**config.mk**
```make
export PLATFORM = sky130hd
export DESIGN_NAME = mem_stage_ctrl_flat
export DESIGN_NICKNAME = d
export VERILOG_FILES = /design/src/rtl/mem_stage_pkg.sv /design/src/rtl/mem_stage_ctrl_if.sv /design/src/rtl/mem_stage_ctrl_memwb_reg.sv /design/src/rtl/mem_stage_ctrl.sv /design/src/flat_wrapper.sv
export SDC_FILE = /design/constraint.sdc
export NUM_CORES = 1
export LEC_CHECK = 0
export BUFFER_PORTS_ARGS = -buffer_cell sky130_fd_sc_hd__clkbuf_2
export CAP_MARGIN = 5
export CORE_AREA = 8 8 226 228
export CTS_BUF_LIST = sky130_fd_sc_hd__clkbuf_8
export CTS_CLUSTER_DIAMETER = 100
export CTS_CLUSTER_SIZE = 20
export DETAILED_ROUTE_END_ITERATION = 6
export DIE_AREA = 0 0 234 236
export RECOVER_POWER = 25
export SLEW_MARGIN = 10
export SYNTH_ARGS = -nofsm -noshare
export SYNTH_HDL_FRONTEND = slang
export SYNTH_SLANG_ARGS = --single-unit
```
**constraint.sdc**
```tcl
create_clock -name clk -period 1.6 [get_ports clk]
set_clock_uncertainty 0.1 [all_clocks]
set_input_delay 0.4 -clock clk [delete_from_list [all_inputs] [get_ports clk]]
set_output_delay 0.4 -clock clk [all_outputs]
set_load 0.005 [all_outputs]
```
**src/rtl/mem_stage_pkg.sv**
```systemverilog
// mem_stage_pkg
// Shared types and constants for the memory-stage controller:
//   XLEN_DEF  - default datapath/address width
//   state_t   - controller FSM states (IDLE, REQ, DONE)
//   memwb_t   - packed MEM/WB register bundle
package mem_stage_pkg;

    localparam int XLEN_DEF = 64;

    typedef enum logic [1:0] {
        IDLE = 2'd0,
        REQ  = 2'd1,
        DONE = 2'd2
    } state_t;

    // MEM/WB contents. All-zero is the bubble encoding.
    typedef struct packed {
        logic [XLEN_DEF-1:0] readdata;
        logic [XLEN_DEF-1:0] alu_result;
        logic [4:0]          rd;
        logic                memtoreg;
        logic                regwrite;
    } memwb_t;

endpackage

```
**src/rtl/mem_stage_ctrl_if.sv**
```systemverilog
// mem_stage_ctrl_if
// Data-memory request/acknowledge bus.
//   dm_req   controller -> memory  request held high while an access is open
//   dm_we    controller -> memory  1 = store, 0 = load
//   dm_addr  controller -> memory  access address (stable while dm_req)
//   dm_wdata controller -> memory  store data (stable while dm_req)
//   dm_ack   memory -> controller  one-cycle completion pulse
//   dm_rdata memory -> controller  load data, valid in the dm_ack cycle
// Handshake: the controller raises dm_req with stable we/addr/wdata and keeps
// them unchanged until it samples dm_ack = 1 at a rising edge; dm_req then
// drops on that same edge. dm_ack while dm_req is low has no effect.
interface mem_stage_ctrl_if
    import mem_stage_pkg::*;
#(
    parameter int XLEN = XLEN_DEF
) ();

    logic            dm_req;
    logic            dm_we;
    logic [XLEN-1:0] dm_addr;
    logic [XLEN-1:0] dm_wdata;
    logic            dm_ack;
    logic [XLEN-1:0] dm_rdata;

    modport master (
        output dm_req,
        output dm_we,
        output dm_addr,
        output dm_wdata,
        input  dm_ack,
        input  dm_rdata
    );

    modport slave (
        input  dm_req,
        input  dm_we,
        input  dm_addr,
        input  dm_wdata,
        output dm_ack,
        output dm_rdata
    );

endinterface

```
**src/rtl/mem_stage_ctrl_memwb_reg.sv**
```systemverilog
// memwb_reg
// MEM/WB pipeline register with bubble insertion.
//   clk    rising-edge clock
//   reset  asynchronous active-low reset, clears the register
//   bubble 1 = load an all-zero bundle instead of d
//   d      next MEM/WB bundle
//   q      current MEM/WB bundle
module memwb_reg
    import mem_stage_pkg::*;
(
    input  logic   clk,
    input  logic   reset,
    input  logic   bubble,
    input  memwb_t d,
    output memwb_t q
);

    always_ff @(posedge clk or negedge reset) begin
        if (!reset) begin
            q <= '0;
        end else if (bubble) begin
            q <= '0;
        end else begin
            q <= d;
        end
    end

endmodule

```
**src/rtl/mem_stage_ctrl.sv**
```systemverilog
// mem_stage_ctrl
// Memory-stage controller of the 5-stage pipeline. Consumes EX/MEM, runs
// loads/stores over the dm bus, stalls upstream while an access is open,
// resolves branches and owns the MEM/WB register.
// Ports:
//   clk, reset           clock, asynchronous active-low reset
//   exm_*                EX/MEM register outputs (data and control)
//   dm                   data-memory bus (master side)
//   stall                hold PC, IF/ID, ID/EX, EX/MEM
//   pcsrc                branch taken / flush request
//   branch_target        branch target address
//   wb_*                 MEM/WB register contents
//   dm_err               sticky watchdog timeout flag
//   state_dbg            current FSM state
// Configuration macro: MEM_TIMEOUT_EN enables the REQ watchdog (TIMEOUT
// cycles). Without it REQ waits indefinitely and dm_err is tied low.
module mem_stage_ctrl
    import mem_stage_pkg::*;
#(
    parameter int XLEN    = XLEN_DEF,
    parameter int TIMEOUT = 16
) (
    input  logic            clk,
    input  logic            reset,
    input  logic [XLEN-1:0] exm_alu_result,
    input  logic [XLEN-1:0] exm_writedata,
    input  logic [XLEN-1:0] exm_adderout,
    input  logic [4:0]      exm_rd,
    input  logic            exm_branch,
    input  logic            exm_zero,
    input  logic            exm_memread,
    input  logic            exm_memtoreg,
    input  logic            exm_memwrite,
    input  logic            exm_regwrite,
    mem_stage_ctrl_if.master dm,
    output logic            stall,
    output logic            pcsrc,
    output logic [XLEN-1:0] branch_target,
    output logic [XLEN-1:0] wb_readdata,
    output logic [XLEN-1:0] wb_alu_result,
    output logic [4:0]      wb_rd,
    output logic            wb_memtoreg,
    output logic            wb_regwrite,
    output logic            dm_err,
    output state_t          state_dbg
);

    logic acc;
    logic is_load;

    // A set memwrite wins over memread, so "both" is a store.
    assign acc     = exm_memread | exm_memwrite;
    assign is_load = exm_memread & ~exm_memwrite;

    state_t state_q;
    state_t state_d;

    logic            req_q;
    logic            we_q;
    logic [XLEN-1:0] addr_q;
    logic [XLEN-1:0] wdata_q;
    logic [XLEN-1:0] rbuf_q;

    memwb_t memwb_d;
    memwb_t memwb_q;

`ifdef MEM_TIMEOUT_EN
    localparam int CW = $clog2(TIMEOUT + 1);

    logic [CW-1:0] wd_cnt_q;
    logic          timeout_hit;
    logic          err_q;

    // Limit reached in the last allowed REQ cycle with no ack; an ack in
    // that same cycle takes priority.
    assign timeout_hit = (state_q == REQ) && !dm.dm_ack &&
                         (wd_cnt_q == CW'(TIMEOUT - 1));
`endif

    // ---------------- FSM ----------------
    always_ff @(posedge clk or negedge reset) begin
        if (!reset) begin
            state_q <= IDLE;
        end else begin
            state_q <= state_d;
        end
    end

    always_comb begin
        state_d = state_q;
        case (state_q)
            IDLE: begin
                if (acc) begin
                    state_d = REQ;
                end
            end
            REQ: begin
                if (dm.dm_ack) begin
                    state_d = DONE;
                end
`ifdef MEM_TIMEOUT_EN
                else if (timeout_hit) begin
                    state_d = DONE;
                end
`endif
            end
            DONE: begin
                state_d = IDLE;
            end
            default: begin
                state_d = IDLE;
            end
        endcase
    end

    assign state_dbg = state_q;

    // ---------------- Bus registers ----------------
    // Address, data and direction are sampled when entering REQ; EX/MEM is
    // frozen by stall, so they stay stable until the ack.
    always_ff @(posedge clk or negedge reset) begin
        if (!reset) begin
            req_q   <= 1'b0;
            we_q    <= 1'b0;
            addr_q  <= '0;
            wdata_q <= '0;
        end else if (state_q == IDLE && acc) begin
            req_q   <= 1'b1;
            we_q    <= exm_memwrite;
            addr_q  <= exm_alu_result;
            wdata_q <= exm_writedata;
        end else if (state_q == REQ && state_d == DONE) begin
            req_q   <= 1'b0;
        end
    end

    assign dm.dm_req   = req_q;
    assign dm.dm_we    = we_q;
    assign dm.dm_addr  = addr_q;
    assign dm.dm_wdata = wdata_q;

    // Read buffer: only an ack seen in REQ is captured.
    always_ff @(posedge clk or negedge reset) begin
        if (!reset) begin
            rbuf_q <= '0;
        end else if (state_q == REQ && dm.dm_ack) begin
            rbuf_q <= dm.dm_rdata;
        end
`ifdef MEM_TIMEOUT_EN
        else if (timeout_hit) begin
            rbuf_q <= '0;
        end
`endif
    end

    // ---------------- Watchdog ----------------
`ifdef MEM_TIMEOUT_EN
    always_ff @(posedge clk or negedge reset) begin
        if (!reset) begin
            wd_cnt_q <= '0;
        end else if (state_q == REQ && state_d == REQ) begin
            wd_cnt_q <= wd_cnt_q + 1'b1;
        end else begin
            wd_cnt_q <= '0;
        end
    end

    always_ff @(posedge clk or negedge reset) begin
        if (!reset) begin
            err_q <= 1'b0;
        end else if (timeout_hit) begin
            err_q <= 1'b1;
        end
    end

    assign dm_err = err_q;
`else
    assign dm_err = 1'b0;
`endif

    // ---------------- Combinational outputs ----------------
    // Gated by reset so every output reads 0 while reset is held.
    assign stall         = reset & acc & (state_q != DONE);
    assign pcsrc         = reset & exm_branch & exm_zero;
    assign branch_target = reset ? exm_adderout : '0;

    // ---------------- MEM/WB ----------------
    always_comb begin
        memwb_d            = '0;
        memwb_d.readdata   = is_load ? XLEN_DEF'(rbuf_q) : '0;
        memwb_d.alu_result = XLEN_DEF'(exm_alu_result);
        memwb_d.rd         = exm_rd;
        memwb_d.memtoreg   = exm_memtoreg;
        memwb_d.regwrite   = exm_regwrite;
    end

    memwb_reg u_memwb (
        .clk    (clk),
        .reset  (reset),
        .bubble (stall),
        .d      (memwb_d),
        .q      (memwb_q)
    );

    assign wb_readdata   = memwb_q.readdata[XLEN-1:0];
    assign wb_alu_result = memwb_q.alu_result[XLEN-1:0];
    assign wb_rd         = memwb_q.rd;
    assign wb_memtoreg   = memwb_q.memtoreg;
    assign wb_regwrite   = memwb_q.regwrite;

endmodule

```
**src/flat_wrapper.sv**
```systemverilog
// flat-port wrapper written by rule: the top's interface ports become plain ports
module mem_stage_ctrl_flat import mem_stage_pkg::*;
#(
    parameter int XLEN    = XLEN_DEF,
    parameter int TIMEOUT = 16
)
  (clk, reset, exm_alu_result, exm_writedata, exm_adderout, exm_rd, exm_branch, exm_zero, exm_memread, exm_memtoreg, exm_memwrite, exm_regwrite, stall, pcsrc, branch_target, wb_readdata, wb_alu_result, wb_rd, wb_memtoreg, wb_regwrite, dm_err, state_dbg, dm_dm_req, dm_dm_we, dm_dm_addr, dm_dm_wdata, dm_dm_ack, dm_dm_rdata);
  mem_stage_ctrl_if #(.XLEN(XLEN)) dm_i ();
  input  logic clk;
  input  logic reset;
  input  logic [XLEN-1:0] exm_alu_result;
  input  logic [XLEN-1:0] exm_writedata;
  input  logic [XLEN-1:0] exm_adderout;
  input  logic [4:0] exm_rd;
  input  logic exm_branch;
  input  logic exm_zero;
  input  logic exm_memread;
  input  logic exm_memtoreg;
  input  logic exm_memwrite;
  input  logic exm_regwrite;
  output logic stall;
  output logic pcsrc;
  output logic [XLEN-1:0] branch_target;
  output logic [XLEN-1:0] wb_readdata;
  output logic [XLEN-1:0] wb_alu_result;
  output logic [4:0] wb_rd;
  output logic wb_memtoreg;
  output logic wb_regwrite;
  output logic dm_err;
  output state_t state_dbg;
  output wire logic [$bits(dm_i.dm_req)-1:0] dm_dm_req;
  output wire logic [$bits(dm_i.dm_we)-1:0] dm_dm_we;
  output wire logic [$bits(dm_i.dm_addr)-1:0] dm_dm_addr;
  output wire logic [$bits(dm_i.dm_wdata)-1:0] dm_dm_wdata;
  input wire logic [$bits(dm_i.dm_ack)-1:0] dm_dm_ack;
  input wire logic [$bits(dm_i.dm_rdata)-1:0] dm_dm_rdata;
  assign dm_dm_req = dm_i.dm_req;
  assign dm_dm_we = dm_i.dm_we;
  assign dm_dm_addr = dm_i.dm_addr;
  assign dm_dm_wdata = dm_i.dm_wdata;
  assign dm_i.dm_ack = dm_dm_ack;
  assign dm_i.dm_rdata = dm_dm_rdata;
  mem_stage_ctrl #(.XLEN(XLEN), .TIMEOUT(TIMEOUT)) u_core (.clk(clk), .reset(reset), .exm_alu_result(exm_alu_result), .exm_writedata(exm_writedata), .exm_adderout(exm_adderout), .exm_rd(exm_rd), .exm_branch(exm_branch), .exm_zero(exm_zero), .exm_memread(exm_memread), .exm_memtoreg(exm_memtoreg), .exm_memwrite(exm_memwrite), .exm_regwrite(exm_regwrite), .dm(dm_i), .stall(stall), .pcsrc(pcsrc), .branch_target(branch_target), .wb_readdata(wb_readdata), .wb_alu_result(wb_alu_result), .wb_rd(wb_rd), .wb_memtoreg(wb_memtoreg), .wb_regwrite(wb_regwrite), .dm_err(dm_err), .state_dbg(state_dbg));
endmodule
```
# Word level (Yosys, flattened, before mapping)
# Index checks and enable logic that the tools add are counted.
# op_classes
addsub,0
n_mul,0
div,0
order_cmp,0
eq_ne,3
n_shift,0
n_mux,8
bitwise,7
reduce_logical,5
# op_table
op,n
135-bit 2-to-1 mux,1
64-bit 2-to-1 mux,2
1-bit bitwise AND,5
2-bit 2-to-1 mux,2
2-bit case mux with 2 select lines,1
1-bit logical AND,3
"2-bit by 1-bit equality test with 1-bit output, second input constant",1
"2-bit equality test, second input constant",1
2-bit zero test,1
1-bit 2-to-1 mux,2
"2-bit != test, second input constant",1
2-bit nonzero test,1
1-bit NOT,1
1-bit OR,1
# totals
reg_bits,331
latchBits,0
ramBits,0
mem_bits_ro,0
inputBits,270
output_inout_bits,334
elab_cells,34
n_memories,0

# Longest topological paths before layout
# Gate-level depths: netlist of the first run.
# depth
word_depth,7
ltp_mapped,5
ltp_nobuf,3

# Modules after synthesis
# A second synthesis of the first run with hierarchy kept.
# unflattened
cells_unflattened,854
area_unflattened_um2,13196.4
# modules_own_cells
mod,n_inst,cells_each,area_per_inst_um2,seq_area_each_um2
mem_stage_ctrl,1,569,8764.7,4904.7
memwb_reg,1,285,4431.8,3378.2

# Least setup slack after synthesis of the first run
# OpenSTA, ideal clock, no wires.
# synth_timing
path_kind,register to output
start,"register u_core.state_q[0], in the netlist u_core.state_dbg[0]"
end,output stall
arrival_ns,1.051
required_time_ns,1.100
slack_ns,0.049
stages_incl_launch_ff,5
path_buffers,1
cell_sequence,dfrtp_1 nand2b_1 o211ai_2 clkbuf_1 inv_1
# synth_between
elab_chain_len,2
# synth_rtl
item,line,text
start: declaration,mem_stage_ctrl.sv:55,state_t state_q;
start signal: assignment,mem_stage_ctrl.sv:85,state_q <= state_d;
2-bit != test,mem_stage_ctrl.sv:183,assign stall = reset & acc & (state_q != DONE);
1-bit bitwise AND,mem_stage_ctrl.sv:183,
end: declaration,flat_wrapper.sv:21,output logic stall;
# No other way between the ends.

# Worst setup path after layout of the first run
# Ends and elaborated chain as after synthesis.

==> results.json, run 1 <==
{
  "status": "finished, violations left",
  "violations": "negative setup slack",
  "routedWlPerCell_um": 19.8,
  "slew_viol_final": 0,
  "power_density_mw_per_mm2": 1400,
  "max-slew-margin-rel": 0.480,
  "holdPathStages": 2,
  "hold_start": "exm_alu_result[41]",
  "grt_pass1_vias": 10800,
  "gp_congestion": 0.940,
  "cts_buffers": 21,
  "io_buffers": 602,
  "p_sw_w": 0.00850,
  "max_freq_mhz": 516,
  "min_period_over_period": 1.21,
  "ys_seq_area_frac": 0.663,
  "drcViolationCount": 0,
  "setup_violations": 428,
  "grt_max_degree": 122,
  "critPathRequiredTime_ps": 1100,
  "synthMuxAreaShare": 0.203,
  "cts.clk_slew.worst_paths_ps": 120,
  "cts.sinks": 331,
  "dpl_cell_area_sq_mm": 0.0165,
  "layout_common_cells": "578 x clkbuf_2, 329 x dfrtp_1, 199 x and2_1, 199 x dlygate4sd3_1, 152 x mux2_4",
  "synth_nets": 1053,
  "clockBufferDepth": 3,
  "worstPathArrival_ps": 1440,
  "syn_area_per_cell_sq_um": 16.0,
  "die_x_um": 234,
  "drtIter0Drc": 405,
  "min_to": "u_core.dm.dm_addr[41]$_DFFE_PN0P_",
  "p_sw_frac": 0.297,
  "synth_area_sq_mm": 0.0125,
  "cpMaxStageDelayCell": "dfrtp_1",
  "track_usage": 0.154,
  "antenna_found_initial": 4,
  "num_rows": 80,
  "fin_nets": 2003,
  "worstSkewPairLatency_ps": 590,
  "r2r_cells": 7,
  "viasPerCell": 4.17,
  "r2r_start": "u_core.state_dbg[1]$_DFF_PN0_",
  "syn_inst": 783,
  "clockRootBuffer": "clkbuf_8",
  "initial_utilization": 0.264,
  "synth_top_family_by_area": "multiplexers",
  "p_leak_nw": 10.8,
  "fin_util": 0.433,
  "seqPwrFrac": 0.442,
  "finalInstanceArea_sq_mm": 0.0205,
  "internal_power_w": 0.0202,
  "grt.overflow.total": 0,
  "mostFrequentLayoutCell": "clkbuf_2",
  "synth-simple-area-share": 0.104,
  "ys_warn_count": 0,
  "hold_violations": 0,
  "antenna_left": 0,
  "die_h_um": 236,
  "hold_path_class": "primary input to flip-flop",
  "drv_cap": 0,
  "crit_path_start_kind": "flip-flop",
  "layout.cells.non_filler": 2353,
  "worstPathCellList": "nand2b_4 -> o211ai_4 -> inv_2 -> buf_6",
  "drt-total-wl_mm": 46.5,
  "synthAdderAreaFrac": 0,
  "end_kind": "output port",
  "tritoncts": "yes",
  "yosys.area_share.xor_xnor": 0,
  "area_growth_pct": 64.0,
  "r2r-end": "u_core.rbuf_q[48]$_DFFE_PN0P_",
  "place_hpwl_mm": 31.6,
  "fin_ws_ps": -339,
  "htree_levels": 1,
  "crit_fanout": 2,
  "irDropWorstVdd_mv": 0.803,
  "rsz0062_at_grt": "true",
  "die_area_sq_mm": 0.0552,
  "fin_crit_ps": 1940,
  "io_pins": 604,
  "synth.distinct_cells": 24,
  "vias": 9809,
  "synth_compound_area_frac": 0.00411,
  "placed_cells": 2002,
  "drtPass1Iterations": 4,
  "worst-setup-path-type": "flip-flop to output port",
  "power_frac_comb": 0.419,
  "drive_gt1_frac": 0.568,
  "core_area_sq_mm": 0.0473,
  "clockPowerShare": 0.139,
  "synth-seq-cells": 331,
  "ff2ff_setup_slack_ps": -300,
  "tightest_slew_ps": 779,
  "grt_pass1_wl_mm": 66.4,
  "slowest_delay_ps": 410
}
[stage by stage]
step | power (W) | hold slack [ps] | TNS [ps] | setup WS, ps
3_3_place_gp | 0.0206 | 235 | -14700 | -125
2_1_floorplan | 0.0166 | 4.41 | 0 | 49.1
5_1_grt | 0.0302 | 40.1 | -94110 | -439
6_report | 0.0286 | 83.4 | -52110 | -339
3_5_place_dp | 0.0209 | 254 | -19130 | -165
4_1_cts | 0.0271 | 6.23 | -114140 | -463
[worst max-delay path by stage]
stage,start,end,slack [ps],cells past startpoint
floorplan,u_core.state_dbg[0]$_DFF_PN0_,stall,50,4
global placement,exm_memwrite,u_core.dm.dm_wdata[34]$_DFFE_PN0P_,-130,5
detailed placement,exm_memwrite,u_core.dm.dm_wdata[34]$_DFFE_PN0P_,-160,5
CTS,u_core.state_dbg[1]$_DFF_PN0_,stall,-460,4
global route,u_core.state_dbg[0]$_DFF_PN0_,stall,-440,4
finish,u_core.state_dbg[0]$_DFF_PN0_,stall,-340,4
[sequential cells by signal, indices dropped and copies added, names as in the netlist]
signal	count
u_core.dm.dm_req	1
u_core.dm.dm_addr	64
u_core.u_memwb.q	135
u_core.dm.dm_wdata	64
u_core.rbuf_q	64
u_core.state_dbg	2
u_core.dm.dm_we	1
[what timing repair did]
item / in CTS / in global routing
setup buffers: 68 / 46
hold endpoints to repair: 507 / 0
pin swaps: 0 / 1
hold buffers: 200 / 0
setup endpoints to repair: 464 / 785
cloned: 5 / 8
resized for setup: 55 / 121
[cell type report]
| cell class | instances | area (sq um) |
|---|---|---|
| multi-input combinational | 407 | 4120 |
| clock inverter | 4 | 43.8 |
| clock buffer | 21 | 289 |
| fill | 4181 | 26900 |
| antenna | 3 | 7.51 |
| timing repair buffer | 969 | 6960 |
| sequential | 331 | 8290 |
| tap | 615 | 769 |
| inverter | 3 | 11.3 |
[layer usage]
layer / global-route usage / vias to the layer above / wire length (um)
met5: 0 / - / 24
met4: 0.0490 / 4 / 1520
met3: 0.0543 / 78 / 4240
met2: 0.269 / 417 / 23100
met1: 0.173 / 4863 / 17700
li1: - / 4447 / -
[power groups by stage]
stage                     Sequential [W]  Clock (W)  Combinational, W
final                             0.0127    0.00397            0.0120
after global routing              0.0129    0.00442            0.0128
after CTS                         0.0125    0.00420            0.0103
after detailed placement          0.0128          0           0.00811
after global placement            0.0127          0           0.00791
after floorplan                   0.0126          0           0.00408
[cells in the mapped netlist, drive strengths merged]
cell type	n	share of area
a211oi	1	0.00060
a21oi	1	0.00070
a22o	1	0.00070
and2	199	0.10
and3	1	0.00050
buf	28	0.020
clkbuf	14	0.0042
conb	1	0.00030
dfrtp	331	0.66
inv	3	0.00090
mux2	192	0.20
nand2	1	0.00030
nand2b	3	0.0015
nand3	1	0.00040
nand3b	1	0.00060
nor2	1	0.00050
nor3	1	0.00040
o211ai	1	0.0010
o21ai	2	0.0011
[worst max-delay path, delay by kind of cell (launching register included)]
family	cells	cell delay, ps
compound gates	1	100
flops	1	410
buf+inv	2	180
simple gates	1	160
[kinds of logic after synthesis]
family,after synthesis
and+or+nand+nor,208
other,1
AOI/OAI and AO/OA,6
muxes,192
DFF,331
buffers and inverters,45
Note: power is estimated with default switching activity, not from simulation.
==> inputs of run 2 (changes only) <==
--- a/config.mk
+++ b/config.mk
@@ -5,6 +5,7 @@
 export SDC_FILE = /design/constraint.sdc
 export NUM_CORES = 1
 export LEC_CHECK = 0
+export ABC_AREA = 1
 export BUFFER_PORTS_ARGS = -buffer_cell sky130_fd_sc_hd__clkbuf_2
 export CAP_MARGIN = 5
 export CORE_AREA = 8 8 226 228
==> run 2 against run 1 <==
  * The run still ends with negative setup slack left
  * Fmax is 1.1% higher
  * Clock power is 5% lower
  * Wire length rose by 3.5%
  * Critical path depth fell by 1
  * Final area fell by 6.5%
  * Hold slack better by 47 ps
  * Setup slack gained 21 ps
  * Core utilization down 2.8 points
  * Critical path type unchanged
  * Critical endpoint is now state_dbg[0]
  * Highest routed layer unchanged
==> results.json, run 2 <==
{
  "synth.distinct_cells": 13,
  "status": "finished, violations left",
  "synthTopCellsByCount": "786 x nand2_1, 331 x dfrtp_1, 141 x inv_1",
  "cts.sinks": 331,
  "violations": "negative setup slack",
  "ys_seq_area_frac": 0.666,
  "num_rows": 80,
  "cts_buffers": 20,
  "viasPerCell": 4.14,
  "antenna_found_initial": 3,
  "min_to": "u_core.dm.dm_we$_DFFE_PN0P_",
  "largest_register_ffs": 135,
  "initial_utilization": 0.263,
  "top_register": "u_core.u_memwb.q",
  "setup_tns_ps": -26810,
  "grt_max_degree": 131,
  "hold_path_class": "primary input to flip-flop",
  "antenna_left": 0,
  "async_flop_share": 1.00,
  "grt_pass1_wl_mm": 73.0,
  "vias": 11900,
  "placed_cells": 2606,
  "routedWlPerCell_um": 16.8,
  "die_h_um": 236,
  "drcViolationCount": 0,
  "finalInstanceArea_sq_mm": 0.0192,
  "p_leak_nw": 11.5,
  "area_growth_pct": 54.1,
  "core_area_sq_mm": 0.0473,
  "critPathRequiredTime_ps": 1100,
  "drt-total-wl_mm": 48.2,
  "layout.cells.non_filler": 2871,
  "synth.area.top_cells": "dfrtp_1 67%, nand2_1 24%, inv_1 4.3%",
  "fin_nets": 2523,
  "r2r_start": "u_core.state_dbg[0]$_DFF_PN0_",
  "fin_ws_ps": -317,
  "crit_family": "buffers and inverters",
  "fill_cells": 4602,
  "mostFrequentLayoutCell": "nand2_1",
  "min_period_over_period": 1.20,
  "r2r-end": "u_core.dm.dm_wdata[18]$_DFFE_PN0P_",
  "cts.clk_slew.worst_paths_ps": 130,
  "clockBufferDepth": 3,
  "fin_crit_ps": 1920,
  "fin_util": 0.405,
  "worstPathCellList": "buf_4 -> buf_4 -> clkbuf_2",
  "max_freq_mhz": 522,
  "worst-setup-path-type": "flip-flop to output port",
  "slew_viol_final": 0,
  "grt.overflow.total": 0,
  "dpl_cell_area_sq_mm": 0.0166,
  "hold_start": "exm_memwrite",
  "tritoncts": "yes",
  "die_area_sq_mm": 0.0552,
  "grt_use_met1": 0.187,
  "power_density_mw_per_mm2": 1380,
  "use_met2": 0.302,
  "syn_inst": 1401,
  "layout_common_cells": "783 x nand2_1, 598 x clkbuf_2, 328 x dfrtp_1",
  "ff2ff_setup_slack_ps": -160,
  "cpMostUsedCell": "buf_4",
  "holdPathStages": 4,
  "syn_area_per_cell_sq_um": 8.88,
  "slowest_delay_ps": 420,
  "synth_nets": 1671,
  "gp_congestion": 0.892,
  "worstPathArrival_ps": 1420,
  "r2r_cells": 7,
  "irDropWorstVdd_mv": 0.716,
  "busiest_layer": "met2",
  "end_kind": "output port",
  "synthFlopType": "dfrtp_1",
  "io_pins": 604,
  "drive_gt1_frac": 0.325,
  "synth_area_sq_mm": 0.0124,
  "worstSkewPairLatency_ps": 590,
  "clockRootBuffer": "clkbuf_8",
  "yosys.area.top_type_share": 0.666,
  "io_buffers": 602,
  "synth-seq-cells": 331,
  "crit_path_start_kind": "flip-flop",
  "rsz0062_at_grt": "true",
  "crit_fanout": 3,
  "post-place-ws_ps": -273,
  "max-slew-margin-rel": 0.508,
  "hold_violations": 0,
  "final-seq-area_sq_mm": 0.00829,
  "drtPass1Iterations": 6,
  "grtUsageMet3": 0.0469,
  "cpMaxStageDelayCell": "dfrtp_1",
  "drv_cap": 0,
  "die_x_um": 234,
  "track_usage": 0.168,
  "grt_pass1_vias": 12700,
  "yosysTopAreaCell": "dfrtp_1",
  "path_buf_inv": 3,
  "setup_violations": 342,
  "tightest_slew_ps": 737,
  "ys_warn_count": 0,
  "drtIter0Drc": 614,
  "htree_levels": 1,
  "synth_most_common_cell": "nand2_1",
  "place_hpwl_mm": 36.3,
  "multi_input_area_sq_mm": 0.00328,
  "synth_edf_count": 0
}
-- run 2: cell count changes after synthesis, moves of 3 or more --
cell | previous run | this run
and2_1 | 199 | 0
buf_6 | 18 | 0
mux2_1 | 56 | 0
buf_4 | 1 | 20
nor2_1 | 0 | 67
nand2_1 | 1 | 786
clkbuf_1 | 14 | 7
inv_1 | 3 | 141
mux2_2 | 36 | 0
buf_2 | 9 | 42
nand2b_1 | 3 | 0
mux2_4 | 100 | 0
-- run 2: repair_timing --
action                     CTS  global route
resized for setup           14             6
setup endpoints to repair  409           466
buffers inserted            35             2
hold buffers               204             0
pin swaps                    2             1
hold endpoints to repair   505             0
-- run 2: power breakdown --
group / switching, W / total, W / internal, W / leakage, nW
registers: 0.00151 / 0.0126 / 0.0111 / 4.18
logic: 0.00552 / 0.0101 / 0.00458 / 7.21
clock network: 0.00261 / 0.00377 / 0.00117 / 0.158
-- run 2: worst register-to-register path: stages, from the launching register on --
cell and delay (ps):
dfrtp_1 420, buf_4 150, nor2_2 350, nand2_4 170, buf_12 190, buf_12 160
nand2_1 60, nand2_1 50
-- run 2: through the flow --
step / total power [W] / hold WS (ps)
after floorplan: 0.0167 / 4.41
after global placement: 0.0216 / 356
after detailed placement: 0.0218 / 365
after CTS: 0.0268 / 52.5
after global routing: 0.0285 / 109
final: 0.0265 / 130
-- run 2: layer usage --
metal | vias to the layer above | routed length (um)
met4 | 2 | 1580
met3 | 83 | 4080
met2 | 486 | 23900
li1 | 5720 | -
met1 | 5602 | 18600
met5 | - | 8
-- run 2: kinds of logic after synthesis --
logic type | synth area share
compound gates | 0.000402
flops | 0.666
buf+inv | 0.0740
other cells | 0.000302
simple gates | 0.259
-- run 2: worst max-delay path by stage --
stage	endpoint	from	cells after the start
floorplan	stall	u_core.state_dbg[0]$_DFF_PN0_	5
global placement	u_core.dm.dm_addr[26]$_DFFE_PN0P_	exm_memwrite	7
detailed placement	u_core.dm.dm_addr[28]$_DFFE_PN0P_	exm_memwrite	7
CTS	state_dbg[0]	u_core.state_dbg[0]$_DFF_PN0_	3
global route	state_dbg[0]	u_core.state_dbg[0]$_DFF_PN0_	3
finish	state_dbg[0]	u_core.state_dbg[0]$_DFF_PN0_	3
-- run 2: area by class of cell --
cell class | count | area share
Multi-Input combinational cell | 859 | 0.171
Antenna cell | 2 | 0.000261
Clock buffer | 20 | 0.0144
Tap cell | 615 | 0.0402
Clock inverter | 3 | 0.00111
Inverter | 142 | 0.0278
Sequential cell | 331 | 0.432
Timing Repair Buffer | 899 | 0.313
==> inputs of run 3 (changes only) <==
--- a/config.mk
+++ b/config.mk
@@ -8,12 +8,12 @@
 export ABC_AREA = 1
 export BUFFER_PORTS_ARGS = -buffer_cell sky130_fd_sc_hd__clkbuf_2
 export CAP_MARGIN = 5
-export CORE_AREA = 8 8 226 228
+export CORE_AREA = 2 2 233 235
 export CTS_BUF_LIST = sky130_fd_sc_hd__clkbuf_8
 export CTS_CLUSTER_DIAMETER = 100
 export CTS_CLUSTER_SIZE = 20
 export DETAILED_ROUTE_END_ITERATION = 6
-export DIE_AREA = 0 0 234 236
+export DIE_AREA = 0 0 235 237
 export RECOVER_POWER = 25
 export SLEW_MARGIN = 10
 export SYNTH_ARGS = -nofsm -noshare
==> constraint.sdc (replaced) <==
create_clock -name clk -period 1.94 [get_ports clk]
set_clock_uncertainty 0.1 [all_clocks]
set_input_delay 0.485 -clock clk [delete_from_list [all_inputs] [get_ports clk]]
set_output_delay 0.485 -clock clk [all_outputs]
set_load 0.005 [all_outputs]
==> run 3 against run 2 <==
  * The flow still finishes with violations (negative setup slack)
  * Hold slack got worse by 87 ps
  * Critical path depth increased by 2
  * Core utilization down 5.3 points
  * Global-route usage down 1.6 points
  * Die area grew 0.85%
  * Sequential power shrank 18%
  * Combinational power fell by 27%
==> results.json, run 3 (synthesis gave the netlist of run 2 again) <==
{
  "cts_buffers": 20,
  "slew_viol_final": 0,
  "antenna_found_initial": 1,
  "cpMostUsedCell": "inv_2",
  "cts.sinks": 331,
  "htree_levels": 1,
  "startpoint": "u_core.state_dbg[0]$_DFF_PN0_",
  "top_register": "u_core.u_memwb.q",
  "irDropWorstVdd_mv": 0.734,
  "antenna_left": 0,
  "mostFrequentLayoutCell": "nand2_1",
  "layout.cells.non_filler": 2890,
  "num_rows": 85,
  "area_growth_pct": 50.6,
  "crit_fanout": 2,
  "placed_cells": 2666,
  "cpMaxStageDelayCell": "dfrtp_1",
  "p_leak_nw": 11.2,
  "tritoncts": "yes",
  "viasPerCell": 4.05,
  "drive_gt1_frac": 0.306,
  "ff2ff_setup_slack_ps": 190,
  "io_buffers": 602,
  "die_area_sq_mm": 0.0557,
  "initial_utilization": 0.233,
  "layout_common_cells": "784 x nand2_1, 600 x clkbuf_2, 331 x dfrtp_1",
  "gp_congestion": 0.834,
  "violations": "negative setup slack",
  "hold_path_class": "primary input to flip-flop",
  "fin_nets": 2463,
  "crit_path_start_kind": "flip-flop",
  "slowest_delay_ps": 410,
  "fin_crit_ps": 2000,
  "min_period_over_period": 1.03,
  "setup_violations": 8,
  "cts.clk_slew.worst_paths_ps": 120,
  "hold_violations": 0,
  "io_pins": 604,
  "die_h_um": 237,
  "worst-setup-path-type": "flip-flop to output port",
  "critPathRequiredTime_ps": 1350,
  "report.power.total_w": 0.0209,
  "drcViolationCount": 0,
  "core_area_sq_mm": 0.0533,
  "worstPathCellList": "inv_2 -> nand2_4 -> nand3_4 -> inv_2 -> clkbuf_2",
  "status": "finished, violations left",
  "worstPathArrival_ps": 1420,
  "vias": 11700,
  "grt.overflow.total": 0,
  "max_freq_mhz": 500,
  "drv_cap": 0,
  "end_kind": "output port",
  "largest_register_ffs": 135,
  "track_usage": 0.152,
  "tightest_slew_ps": 865,
  "fin_util": 0.351,
  "r2r-end": "u_core.dm.dm_wdata[63]$_DFFE_PN0P_",
  "critPathCapture": "stall",
  "grt_pass1_vias": 12200,
  "clockRootBuffer": "clkbuf_8",
  "r2r_start": "u_core.state_dbg[1]$_DFF_PN0_",
  "drt-total-wl_mm": 43.5,
  "grt_pass1_wl_mm": 67.3,
  "r2r_cells": 6,
  "routedWlPerCell_um": 15.0,
  "worstSkewPairLatency_ps": 600,
  "rsz0062_at_grt": "true",
  "fin_ws_ps": -61.3,
  "die_x_um": 235,
  "drtPass1Iterations": 4,
  "drtIter0Drc": 581,
  "max-slew-margin-rel": 0.422,
  "clockBufferDepth": 3,
  "grt_max_degree": 122,
  "power_density_mw_per_mm2": 1110,
  "setup_tns_ps": -158,
  "place_hpwl_mm": 31.1
}
-- run 3: cell count changes in the layout (fill, tap and decap cells not counted), sizes merged --
cell         previous run  this run
diode                   2         1
buf                    93        38
inv                   145       143
dlygate4sd3           204       198
clkbuf                622       624
-- run 3: cell type report --
cell class | instances | area (sq um)
sequential | 331 | 8280
timing repair buffer | 839 | 5460
antenna | 1 | 2.50
multi-input combinational | 859 | 3280
fill | 5410 | 34600
inverter | 142 | 533
clock buffer | 21 | 289
tap | 696 | 871
clock inverter | 1 | 11.3
-- run 3: per-layer routing --
metal | track usage | up-vias | wire (um)
met2 | 0.267 | 460 | 21700
met5 | 0 | - | 0
met4 | 0.0579 | 0 | 1590
met3 | 0.0437 | 71 | 3370
met1 | 0.173 | 5576 | 16800
li1 | - | 5598 | -
-- run 3: how the worst min path moves through the flow --
stage                                       from                          endpoint  cells after the start
floorplan                                  reset  u_core.dm.dm_addr[0]$_DFFE_PN0P_                      0
global placement    u_core.dm.dm_req$_DFFE_PN0P_      u_core.dm.dm_req$_DFFE_PN0P_                      2
detailed placement  u_core.dm.dm_req$_DFFE_PN0P_      u_core.dm.dm_req$_DFFE_PN0P_                      2
CTS                           exm_alu_result[55]    u_core.u_memwb.q[62]$_DFF_PN0_                      3
global route                  exm_alu_result[57]    u_core.u_memwb.q[64]$_DFF_PN0_                      3
finish                        exm_alu_result[55]    u_core.u_memwb.q[62]$_DFF_PN0_                      3
-- run 3: critical path, delay by kind of cell (launching register included) --
kind                   cells  cell delay (ps)
DFF                        1              410
buffers and inverters      3              230
and+or+nand+nor            2              170
-- run 3: stage by stage --
step	setup slack, ps	area [sq um]	hold WS [ps]
final	-61.3	18700	43.0
after global routing	-190	18700	2.96
after CTS	-164	18700	1.07
after detailed placement	44.3	16400	363
after global placement	1.48	16400	359
after floorplan	312	12400	89.4
-- run 3: report_power, final --
group	total, W	internal (W)	switching (W)
clock network	0.00313	0.000994	0.00214
logic	0.00740	0.00312	0.00428
registers	0.0103	0.00913	0.00122
-- run 3: repair_timing --
item / 4_1_cts / 5_1_grt
endpoints found under the hold margin: 298 / 1
setup endpoints to repair: 1 / 3
hold buffers: 197 / 1
buffers inserted: 3 / 1
resized for setup: 4 / 3
pin swaps: 0 / 1
